`src/rtl/tmr_fault_manager.sv`:
```
// tmr_fault_manager: registered 2-of-3 voter with a lane fault FSM (resync, retire, fail).
// Define TMR_ERR_COUNTER_EN to build the saturating error counter; otherwise err_count_out is 0.
//
// state    | meaning
// NORMAL   | all lanes trusted, majority vote
// SUSPECT  | one lane disagreeing, counting consecutive errors on it
// RESYNC   | resync request held on suspect lane, vote on remaining pair
// DEGRADED | suspect lane retired, vote on surviving pair, watch for failure
module tmr_fault_manager #(
  parameter int ERR_THRESH    = 4,
  parameter int RESYNC_CYCLES = 8,
  parameter int MAX_RETRY     = 3,
  parameter int CNT_W         = 8
) (
  input  logic             clock,
  input  logic             reset_in,
  input  logic             a_in,
  input  logic             b_in,
  input  logic             c_in,
  output logic             v_out,
  output logic             v_error_out,
  output logic [2:0]       lane_resync_out,
  output logic [2:0]       lane_dead_out,
  output logic             fail_out,
  output logic [1:0]       state_out,
  output logic [CNT_W-1:0] err_count_out
);

  localparam int ECW = $clog2(ERR_THRESH + 1);
  localparam int TW  = (RESYNC_CYCLES > 1) ? $clog2(RESYNC_CYCLES) : 1;
  localparam int RW  = $clog2(MAX_RETRY + 1);
  localparam logic [ECW-1:0] THRESH   = ECW'(ERR_THRESH);
  localparam logic [TW-1:0]  TMR_LOAD = TW'(RESYNC_CYCLES - 1);
  localparam logic [RW-1:0]  MAX_R    = RW'(MAX_RETRY);

  typedef enum logic [1:0] {
    NORMAL   = 2'b00,
    SUSPECT  = 2'b01,
    RESYNC   = 2'b10,
    DEGRADED = 2'b11
  } state_t;

  state_t state_q, state_d;
  logic a_r, b_r, c_r;
  logic [1:0] susp_q, susp_d;
  logic [ECW-1:0] cnt_q, cnt_d, cnt_inc;
  logic [TW-1:0] tmr_q, tmr_d;
  logic [2:0][RW-1:0] retry_q, retry_d;
  logic [2:0] dead_q, dead_d;
  logic fail_q, fail_d;
  logic v_hold_q;

  logic all_eq, majority, excluded, pair_x, pair_y;
  logic [1:0] odd;

  assign all_eq   = (a_r == b_r) && (b_r == c_r);
  assign majority = (a_r & b_r) | (a_r & c_r) | (b_r & c_r);
  assign excluded = (state_q == RESYNC) || (state_q == DEGRADED);

  always_comb begin
    odd = 2'd0;
    if (a_r == b_r)      odd = 2'd2;
    else if (a_r == c_r) odd = 2'd1;
    else                 odd = 2'd0;
  end

  // Surviving pair is everything except the suspect lane.
  always_comb begin
    pair_x = b_r;
    pair_y = c_r;
    case (susp_q)
      2'd0:    begin pair_x = b_r; pair_y = c_r; end
      2'd1:    begin pair_x = a_r; pair_y = c_r; end
      default: begin pair_x = a_r; pair_y = b_r; end
    endcase
  end

  always_comb begin
    v_out       = majority;
    v_error_out = !all_eq;
    if (excluded) begin
      v_error_out = pair_x ^ pair_y;
      v_out       = (pair_x == pair_y) ? pair_x : v_hold_q;
    end
  end

  always_comb begin
    state_d = state_q;
    susp_d  = susp_q;
    cnt_d   = cnt_q;
    cnt_inc = '0;
    tmr_d   = tmr_q;
    retry_d = retry_q;
    dead_d  = dead_q;
    fail_d  = fail_q;
    case (state_q)
      NORMAL, SUSPECT: begin
        if (!all_eq) begin
          if ((state_q == SUSPECT) && (odd == susp_q)) cnt_inc = cnt_q + ECW'(1);
          else                                         cnt_inc = ECW'(1);
          susp_d = odd;
          if (cnt_inc >= THRESH) begin
            cnt_d = '0;
            if (retry_q[odd] < MAX_R) begin
              state_d      = RESYNC;
              retry_d[odd] = retry_q[odd] + RW'(1);
              tmr_d        = TMR_LOAD;
            end else begin
              state_d     = DEGRADED;
              dead_d[odd] = 1'b1;
            end
          end else begin
            state_d = SUSPECT;
            cnt_d   = cnt_inc;
          end
        end else if (state_q == SUSPECT) begin
          state_d = NORMAL;
          cnt_d   = '0;
        end
      end
      RESYNC: begin
        if (tmr_q == '0) begin
          state_d = NORMAL;
          cnt_d   = '0;
        end else begin
          tmr_d = tmr_q - TW'(1);
        end
      end
      DEGRADED: begin
        if (pair_x != pair_y) begin
          if (cnt_q < THRESH) cnt_d = cnt_q + ECW'(1);
          if (cnt_q >= THRESH - ECW'(1)) fail_d = 1'b1;
        end else begin
          cnt_d = '0;
        end
      end
      default: state_d = NORMAL;
    endcase
  end

  always_ff @(posedge clock) begin
    if (reset_in) begin
      a_r      <= 1'b0;
      b_r      <= 1'b0;
      c_r      <= 1'b0;
      state_q  <= NORMAL;
      susp_q   <= '0;
      cnt_q    <= '0;
      tmr_q    <= '0;
      retry_q  <= '0;
      dead_q   <= '0;
      fail_q   <= 1'b0;
      v_hold_q <= 1'b0;
    end else begin
      a_r      <= a_in;
      b_r      <= b_in;
      c_r      <= c_in;
      state_q  <= state_d;
      susp_q   <= susp_d;
      cnt_q    <= cnt_d;
      tmr_q    <= tmr_d;
      retry_q  <= retry_d;
      dead_q   <= dead_d;
      fail_q   <= fail_d;
      v_hold_q <= v_out;
    end
  end

  assign state_out       = state_q;
  assign lane_dead_out   = dead_q;
  assign fail_out        = fail_q;
  assign lane_resync_out = (state_q == RESYNC) ? (3'b001 << susp_q) : 3'b000;

`ifdef TMR_ERR_COUNTER_EN
  logic [CNT_W-1:0] err_cnt_q;

  always_ff @(posedge clock) begin
    if (reset_in)                                  err_cnt_q <= '0;
    else if (v_error_out && (err_cnt_q != '1))     err_cnt_q <= err_cnt_q + CNT_W'(1);
  end

  assign err_count_out = err_cnt_q;
`else
  assign err_count_out = '0;
`endif

endmodule

```
`config.mk`:
```
export PLATFORM = sky130hd
export DESIGN_NAME = tmr_fault_manager
export DESIGN_NICKNAME = d
export VERILOG_FILES = /design/src/rtl/tmr_fault_manager.sv
export SDC_FILE = /design/constraint.sdc
export NUM_CORES = 1
export LEC_CHECK = 0
export ABC_AREA = 1
export CORE_ASPECT_RATIO = 1.2
export CORE_MARGIN = 2
export CORE_UTILIZATION = 62
export CTS_CLUSTER_DIAMETER = 200
export CTS_CLUSTER_SIZE = 16
export DETAILED_ROUTE_END_ITERATION = 8
export DONT_BUFFER_PORTS = 1
export GPL_ROUTABILITY_DRIVEN = 1
export GPL_TIMING_DRIVEN = 1
export HOLD_SLACK_MARGIN = 0.05
export PLACE_DENSITY = 0.86
export SLEW_MARGIN = 20
export SYNTH_ARGS = -nofsm -noshare
export SYNTH_HDL_FRONTEND = slang
export SYNTH_SLANG_ARGS = --single-unit
```
`constraint.sdc`:
```
create_clock -name clock -period 2.6 [get_ports clock]
set_input_delay 0.26 -clock clock [delete_from_list [all_inputs] [get_ports clock]]
set_output_delay 0.26 -clock clock [all_outputs]
set_load 0.01 [all_outputs]
```
-- After elaboration in Yosys (flattened, before gate mapping)
Index checks and enable logic that the tools add are counted.
- register bits: 24
- latch bits: 0
- bits in writable memories: 0
- ROM bits: 0
- bits of input ports: 5
- memories kept: 0
- add/subtract/negate cells: 3
- multiply operators: 0
- divide/modulo/power cells: 0
- order comparisons: 6
- eq/ne operators: 17
- shift-type cells: 1
- muxes and demuxes: 36
- bitwise logic cells: 9
- reductions and logical operators: 18
- operator list (cell ; count):
    3-bit 2-to-1 mux ; 14
    2-bit 2-to-1 mux ; 7
    2-bit inequality test, second input constant ; 5
    3-bit one-hot mux with 3 select lines ; 1
    3-bit AND reduction ; 3
    1-bit 2-to-1 mux ; 8
    4-bit AND reduction ; 2
    6-bit bitwise mux ; 1
    3-bit one-hot mux with 2 select lines ; 1
    5-bit AND reduction ; 1
    2-bit binary-select mux with 2-bit select ; 1
    2-bit demux with 2-bit select ; 1
    1-bit == test ; 4
    2-bit by 1-bit == test with 1-bit output, second input constant ; 2
    2-bit == test, second input constant ; 2
    2-bit zero test ; 2
    2-bit one-hot mux with 2 select lines ; 1
    2-bit OR reduction ; 2
    3-bit by 1-bit adder with 3-bit output, second input constant ; 1
    1-bit bitwise AND ; 3
    3-bit by 2-bit >= comparator with 1-bit output, second input constant ; 1
    3-bit >= comparator, second input constant ; 1
    1-bit logical AND ; 3
    3-bit zero test ; 1
    other kinds (20) ; 22

-- Depth between registers and ports, before layout
Gate-level depths: netlist of run 1.
- depth after elaboration: 12
- gate-level depth with buffers: 12

-- Least setup slack after synthesis of run 1
Ideal clock, no wire load.
- kind: reg-to-reg
- start point: register a_r
- end point: register dead_q[2], in the netlist lane_dead_out[2]
- data arrival time: 1916 ps
- path slack: 613 ps
- cell stages (with the launch flop): 11
- path buffers: 1
- cell sequence: dfxtp_1 ha_1 buf_6 nand2_1 nor2_1 nor3_1 ha_1 inv_1 nor3_1 nand2_1 a21oi_1
- cells in the longest elaborated chain, start to end: 10
- elaborated cells on any way between the ends: 23
- RTL lines (element ; RTL line ; RTL):
    from (decl) ; 44 ; logic a_r, b_r, c_r;
    from (signal assigned) ; 155 ; a_r <= a_in;
    1-bit == test ; 63 ; else if (a_r == c_r) odd = 2'd1;
    1-bit 2-to-1 mux ; 63 ;
    2-bit 2-to-1 mux ; 62 ; if (a_r == b_r) odd = 2'd2;
    2-bit == test ; 99 ; if ((state_q == SUSPECT) && (odd == susp_q)) cnt_inc = cnt_q + ECW'(1);
    1-bit logical AND ; 99 ;
    3-bit 2-to-1 mux ; 99 ;
    3-bit 2-to-1 mux ; 98 ; if (!all_eq) begin
    3-bit 2-to-1 mux ; 96 ; case (state_q)
    3-bit >= comparator ; 102 ; if (cnt_inc >= THRESH) begin
    4-bit AND reduction (no source line) ; - ;
    to (signal assigned) ; 151 ; dead_q <= '0;
    to (signal assigned) ; 163 ; dead_q <= dead_d;
    to (decl) ; 49 ; logic [2:0] dead_q, dead_d;
Parallel ways exist; a longest one is shown, timed or not. The select of a mux whose other input is x is not followed.
A chain may end at the register's enable or synchronous reset.

-- Worst setup path after layout of run 1
- start point: register b_r
- end point: register dead_q[2], in the netlist lane_dead_out[2]
- cells in the longest elaborated chain, start to end: 9
- elaborated cells on any way between the ends: 22
- RTL lines (element ; RTL line ; RTL):
    from (decl) ; 44 ;
    from (signal assigned) ; 156 ; b_r <= b_in;
    1-bit == test ; 56, 62 ;
    2-bit 2-to-1 mux ; 62 ;
    2-bit == test ; 99 ;
    1-bit logical AND ; 99 ;
    3-bit 2-to-1 mux ; 99 ;
    3-bit 2-to-1 mux ; 98 ;
    3-bit 2-to-1 mux ; 96 ;
    3-bit >= comparator ; 102 ;
    4-bit AND reduction (no source line) ; - ;
Parallel ways exist; a longest one is shown, timed or not. The select of a mux whose other input is x is not followed.

==> flow_metrics.tcl, run 1 <==
set metrics [dict create \
    post_cts_buffers 0 \
    synthesis.instances 217 \
    antenna_diodes 0 \
    tightest_slew_ps 552 \
    stdcell_area_um2 1510 \
    fillers 230 \
    synth_ff_type "sky130_fd_sc_hd__dfxtp_1" \
    r2r_slack_ps 300 \
    gp_routability_congestion 0.880 \
    cts_hold_buffers 4 \
    placedInstanceArea_um2 1450 \
    area_delta_synth_final_pct 2.81 \
    antenna_left 0 \
    post-synth-top-count-cell "sky130_fd_sc_hd__nand2_1" \
    cp_cell_sequence "ha_1 > nand2_1 > nor2_1 > nor3_1 > ha_1 > inv_1 > nor3_1 > nand2_1 > a21oi_1" \
    finalHoldViolCount 0 \
    worst-path-buf-inv 1 \
    synth_edf_count 0 \
    worst-endpoint-required_ps 2840 \
    drv_cap 0 \
    drcViolationCount 0 \
    worst_clock_skew_ps 2.98 \
    synth_cell_types 28 \
    yosys.area.top_type_share_pct 32.7 \
    finalWorstPathRequiredPeriod_ps 2300 \
    grt_start_max_net_pins 15 \
    unrepaired_setup_endpoints_after_global_routing "no" \
    vias_in_the_first_global_route 1224 \
    synthesis.area_per_instance_um2 6.78 \
    post_synth_instance_area_um2 1470 \
    critPathMaxStageDelay_ps 430 \
    finalNetCount 235 \
    timing.final.setup_violations 0 \
    number_of_cells_in_the_design_after_placement 244 \
    async_reset_ff_share_pct 0 \
    reg2regPathDepth 9 \
    global_route.overflow_total 0 \
    die_area_um2 2780 \
    number_of_pins_with_negative_max_slew_slack_in_the_final_report 0 \
    clkSlewWorstSetupHoldPaths_ps 120 \
    global_route.usage.total_pct 24.7 \
    grt_pass1_wl_um 5330 \
    route.detailed.wl_per_inst_um 12.2 \
    fin_cells 251 \
    status "finished clean" \
    yosys_warnings 0 \
    launching_element_of_the_worst_setup_path "b_r" \
    synth.area.top_cells "sky130_fd_sc_hd__dfxtp_1 33%, sky130_fd_sc_hd__nand2_1 11%, sky130_fd_sc_hd__inv_1 7.9%, sky130_fd_sc_hd__nor2_1 7.1%, sky130_fd_sc_hd__ha_1 6.8%" \
    antenna_found_initial 0 \
    worst_hold_class "in2reg" \
    critPathCapture "lane_dead_out[2]" \
    timing.critical_path.depth 9 \
    routed-via-count 1363 \
    postSynthRegisterBits 24 \
    power_density_nw_per_um2 467 \
    cts_resized 0 \
    post-route-period-util_pct 88.3 \
    drt_iter0_drc 29 \
    seq_area_frac_synth_pct 32.7 \
    critical_path.top_delay_family "simple AND/OR/NAND/NOR gates" \
    tritoncts "done" \
    setup.worst_path.end_class "flop" \
    h-tree-depth 1 \
    rows 19 \
    commonest_cells_post_synth "45 x sky130_fd_sc_hd__nand2_1, 31 x sky130_fd_sc_hd__inv_1, 28 x sky130_fd_sc_hd__nor2_1" \
    cts_buffers 3 \
    p_leak_nw 0.731 \
    r2r-end "lane_dead_out[2]" \
    fin_total_pwr_mw 0.707 \
    floorplan.initialDensity_pct 64.5 \
    worstPathMaxFanout 10 \
    clock_tree_buffer_depth 2 \
    die-height_um 57.4 \
    worst_path_max_delay_cell "sky130_fd_sc_hd__ha_1" \
    r2r-start "b_r" \
    setup_crit_path_kind "reg2reg" \
    cts.sink_count 24 \
    fmax_ghz 0.435 \
    worst_slew_margin_rel_pct 63.1 \
    fp.coreArea_um2 2280 \
    cts_root_cell "sky130_fd_sc_hd__clkbuf_4" \
    critical_path_arrival_ps 2540 \
    worst_setup_path_start_kind "flop" \
    clock_latency_ps 310 \
    io_buffer_count 0 \
    io_pins 24 \
    die-width_um 48.5 \
    place.detailed.hpwl_um 2340 \
    wl_um 3070 \
    totalNegativeSetupSlack_ps 0 \
    ir_drop_v 0.000297 \
    finalHoldWorstSlack_ps 269 \
    yosys.area.top_type "sky130_fd_sc_hd__dfxtp_1" \
    detail_route.first_pass.iterations 4 \
    final_layout_size_suffix_gt1_share_pct 7.73 \
    post_drt_via_cell_ratio 5.43 \
]
-- power by group --
group          internal [mW]  total, mW  switching (mW)
clock network         0.0542      0.159           0.105
logic                 0.0456      0.154           0.109
registers              0.380      0.394          0.0134
total                  0.480      0.707           0.227
-- routing by layer --
layer | GRT usage [%] | up-vias | wire length, µm
met2 | 45.4 | 40 | 1610
met4 | 13.9 | 0 | 102
met3 | 3.93 | 13 | 121
met1 | 27.0 | 627 | 1240
met5 | 0 | - | 0
li1 | - | 683 | -
-- registers in the layout, indices dropped and copies added (netlist names) --
register / count
retry_q: 6
cnt_q: 3
lane_dead_out: 3
tmr_q: 3
state_out: 2
susp_q: 2
a_r: 1
b_r: 1
c_r: 1
fail_out: 1
v_hold_q: 1
-- per-stage QoR --
stage / util (%) / worst slack, ps
after floorplan: - / 613
after global placement: 63.5 / 464
after detailed placement: 63.5 / 349
after CTS: 66.3 / 298
after global routing: 66.3 / 98.9
final: 66.3 / 304
-- tightest hold or removal path, delay by kind of cell --
family	cells	cell delay [ps]
buf+inv	1	150
simple gates	2	140
-- layout make-up --
| type | instances | area [µm²] | share of cell area, % |
|---|---|---|---|
| clock buffer | 3 | 22.5 | 1.49 |
| inverter | 34 | 128 | 8.44 |
| multi-input combinational | 155 | 803 | 53.1 |
| sequential | 24 | 480 | 31.8 |
| tap | 31 | 38.8 | 2.56 |
| timing repair buffer | 4 | 40.0 | 2.65 |
-- placed cells by master, fill, tap and decap left out, drive strengths merged --
cell type | netlist | layout
clkbuf | 1 | 3
a21oi | 14 | 14
o21ai | 5 | 5
clkinv | 1 | 1
inv | 33 | 33
nor2 | 35 | 35
o21bai | 1 | 1
and3 | 1 | 1
o211ai | 1 | 1
nand3 | 19 | 19
o21a | 1 | 1
nor3 | 5 | 5
dfxtp | 24 | 24
nand2 | 48 | 48
ha | 8 | 8
o31ai | 1 | 1
nand4 | 7 | 7
a31oi | 1 | 1
dlygate4sd3 | 0 | 4
conb | 1 | 8
-- worst min path at each step --
stage	cells after the start	start	endpoint
final	3	reset_in	cnt_q[0]
after global routing	3	reset_in	cnt_q[1]
after CTS	3	reset_in	cnt_q[0]
after detailed placement	1	reset_in	lane_dead_out[0]
after global placement	1	reset_in	v_hold_q
after floorplan	1	reset_in	fail_out
-- cells by family (layout without fill, tap and decap cells) --
| group | after synthesis | count (layout) | share of synthesized area (%) |
|---|---|---|---|
| adders and majority gates | 8 | 8 | 6.80 |
| AOI/OAI and AO/OA | 24 | 24 | 8.93 |
| buffers and inverters | 45 | 41 | 14.5 |
| and+or+nand+nor | 115 | 115 | 36.8 |
| other | 1 | 8 | 0.255 |
| DFF | 24 | 24 | 32.7 |
(Power assumes the default switching activity.)
==> run 2: changes to the inputs <==
CORE_UTILIZATION = 65   (was 62)
CTS_BUF_LIST = sky130_fd_sc_hd__clkbuf_2   (was default)
PLACE_DENSITY = 0.89   (was 0.86)
==> run 2 against run 1 <==
Effect of this change:
- first-iteration DRC count rose by 120%
- combinational power rose by 3%
- clock skew rose by 1.1 ps
- flip-flop and latch count did not move
- power fell by 1.9%
- register-to-register slack barely moved
- non-clock buffer count did not move
- worst setup slack improved by 13 ps
==> flow_metrics.tcl, run 2 (synthesis gave the netlist of run 1 again) <==
set metrics [dict create \
    status "finished clean" \
    totalNegativeSetupSlack_ps 0 \
    antenna_diodes 0 \
    largest_reg_flops 6 \
    fin_cells 250 \
    post_drt_via_cell_ratio 5.50 \
    gp_routability_congestion 0.940 \
    power_density_nw_per_um2 461 \
    die_area_um2 2660 \
    route.detailed.wl_per_inst_um 12.6 \
    power.share.switching_pct 33.9 \
    tightest_slew_ps 543 \
    grt_pass1_wl_um 5130 \
    die-height_um 56.1 \
    finalWorstPathRequiredPeriod_ps 2280 \
    stdcell_area_um2 1500 \
    drcViolationCount 0 \
    wl_um 3150 \
    fillers 167 \
    global_route.usage.total_pct 26.0 \
    setup.worst_path.end_class "flop" \
    placedInstanceArea_um2 1450 \
    io_buffer_count 0 \
    registers.top_by_ff_count "retry_q" \
    worstPathMaxFanout 10 \
    die-width_um 47.4 \
    floorplan.initialDensity_pct 70.3 \
    layout_commonest_cell "sky130_fd_sc_hd__nand2_1" \
    worst_hold_path_stage_count 3 \
    detail_route.first_pass.iterations 4 \
    setup_ws_ps 316 \
    finalNetCount 235 \
    clkSlewWorstSetupHoldPaths_ps 210 \
    routed-via-count 1376 \
    setup_crit_path_kind "reg2reg" \
    antenna_found_initial 0 \
    power.clock.fraction_pct 20.2 \
    antenna_left 0 \
    cts_resized 0 \
    power_frac_seq_pct 57.0 \
    combPwrFrac_pct 22.8 \
    clock_latency_ps 350 \
    tritoncts "done" \
    reg2regPathDepth 9 \
    number_of_cells_in_the_design_after_placement 243 \
    grt_start_max_net_pins 15 \
    h-tree-depth 1 \
    drt_iter0_drc 64 \
    cts_buffers 3 \
    io_pins 24 \
    worst_clock_skew_ps 4.06 \
    worst-endpoint-required_ps 2900 \
    clock_tree_buffer_depth 2 \
    fp.coreArea_um2 2090 \
    cts_root_cell "sky130_fd_sc_hd__clkbuf_2" \
    seq_area_um2 480 \
    ir_drop_v 0.000485 \
    unrepaired_setup_endpoints_after_global_routing "no" \
    fmax_ghz 0.438 \
    power.switching_mw 0.235 \
    post-route-period-util_pct 87.8 \
    detailedPlace.worstSlack_ps 382 \
    critical_path_arrival_ps 2580 \
    worst_hold_class "in2reg" \
    timing.final.setup_violations 0 \
    area_occupied_by_multi_input_gates_um2 803 \
    final_layout_size_suffix_gt1_share_pct 7.73 \
    post-route-util_pct 71.8 \
    p_leak_nw 0.729 \
    post_cts_buffers 0 \
    rows 18 \
    global_route.overflow_total 0 \
    final_cell_mix "45 x sky130_fd_sc_hd__nand2_1, 31 x sky130_fd_sc_hd__inv_1, 28 x sky130_fd_sc_hd__nor2_1" \
    place.detailed.hpwl_um 2390 \
    worst_slew_margin_rel_pct 63.7 \
    number_of_pins_with_negative_max_slew_slack_in_the_final_report 0 \
    worst_setup_path_start_kind "flop" \
    cellInternalPower_mw 0.458 \
    cts.sink_count 24 \
    finalHoldViolCount 0 \
    area_delta_synth_final_pct 2.21 \
    drv_cap 0 \
    vias_in_the_first_global_route 1286 \
]
run 2: cell counts in the layout (fill, tap and decap cells not counted):
No cell type changed its count.
run 2: metrics by stage:
step | total power, mW | hold slack [ps]
2_1_floorplan | 0.532 | 329
3_3_place_gp | 0.540 | 330
3_5_place_dp | 0.547 | 333
4_1_cts | 0.691 | 220
5_1_grt | 0.726 | 225
6_report | 0.693 | 226
run 2: area by class of cell:
type / count / area share, %
Tap cell: 30 / 2.50
Sequential cell: 24 / 31.9
Inverter: 34 / 8.49
Timing Repair Buffer: 4 / 2.66
Clock buffer: 3 / 0.998
Multi-Input combinational cell: 155 / 53.4
run 2: path summary, 6_finish.rpt:
check	endpoint	startpoint	slack, ps
hold / removal	tmr_q[1]	reset_in	230
setup reg to reg	lane_dead_out[0]	a_r	320
hold reg to reg	retry_q[3]	retry_q[3]	490
setup / recovery	lane_dead_out[0]	a_r	320
run 2: power by group through the flow:
stage               clock, mW  combinational, mW  sequential [mW]
CTS                     0.142              0.154            0.395
global placement            0              0.138            0.401
floorplan                   0              0.134            0.398
global route            0.153              0.175            0.398
detailed placement          0              0.145            0.402
finish                  0.140              0.158            0.395
run 2: what timing repair did:
item	CTS	global route
setup endpoints to repair	0	0
hold endpoints to repair	14	0
hold buffers	4	0
run 2: critical path, stage by stage, from the launching register on:
cell and delay [ps]:
sky130_fd_sc_hd__dfxtp_1 380, sky130_fd_sc_hd__ha_1 440, sky130_fd_sc_hd__nand2_1 180, sky130_fd_sc_hd__nor2_1 60
sky130_fd_sc_hd__nor3_1 310, sky130_fd_sc_hd__ha_1 300, sky130_fd_sc_hd__inv_1 120, sky130_fd_sc_hd__nor3_1 260
sky130_fd_sc_hd__nand2_1 80, sky130_fd_sc_hd__a21oi_1 120
run 2: routing by layer:
metal	GRT usage, %	share of wire, %	up-vias
met3	4.87	6.2	15
met4	14.7	3.5	0
met5	0	0	-
li1	-	-	687
met1	28.7	40	620
met2	43.6	51	54
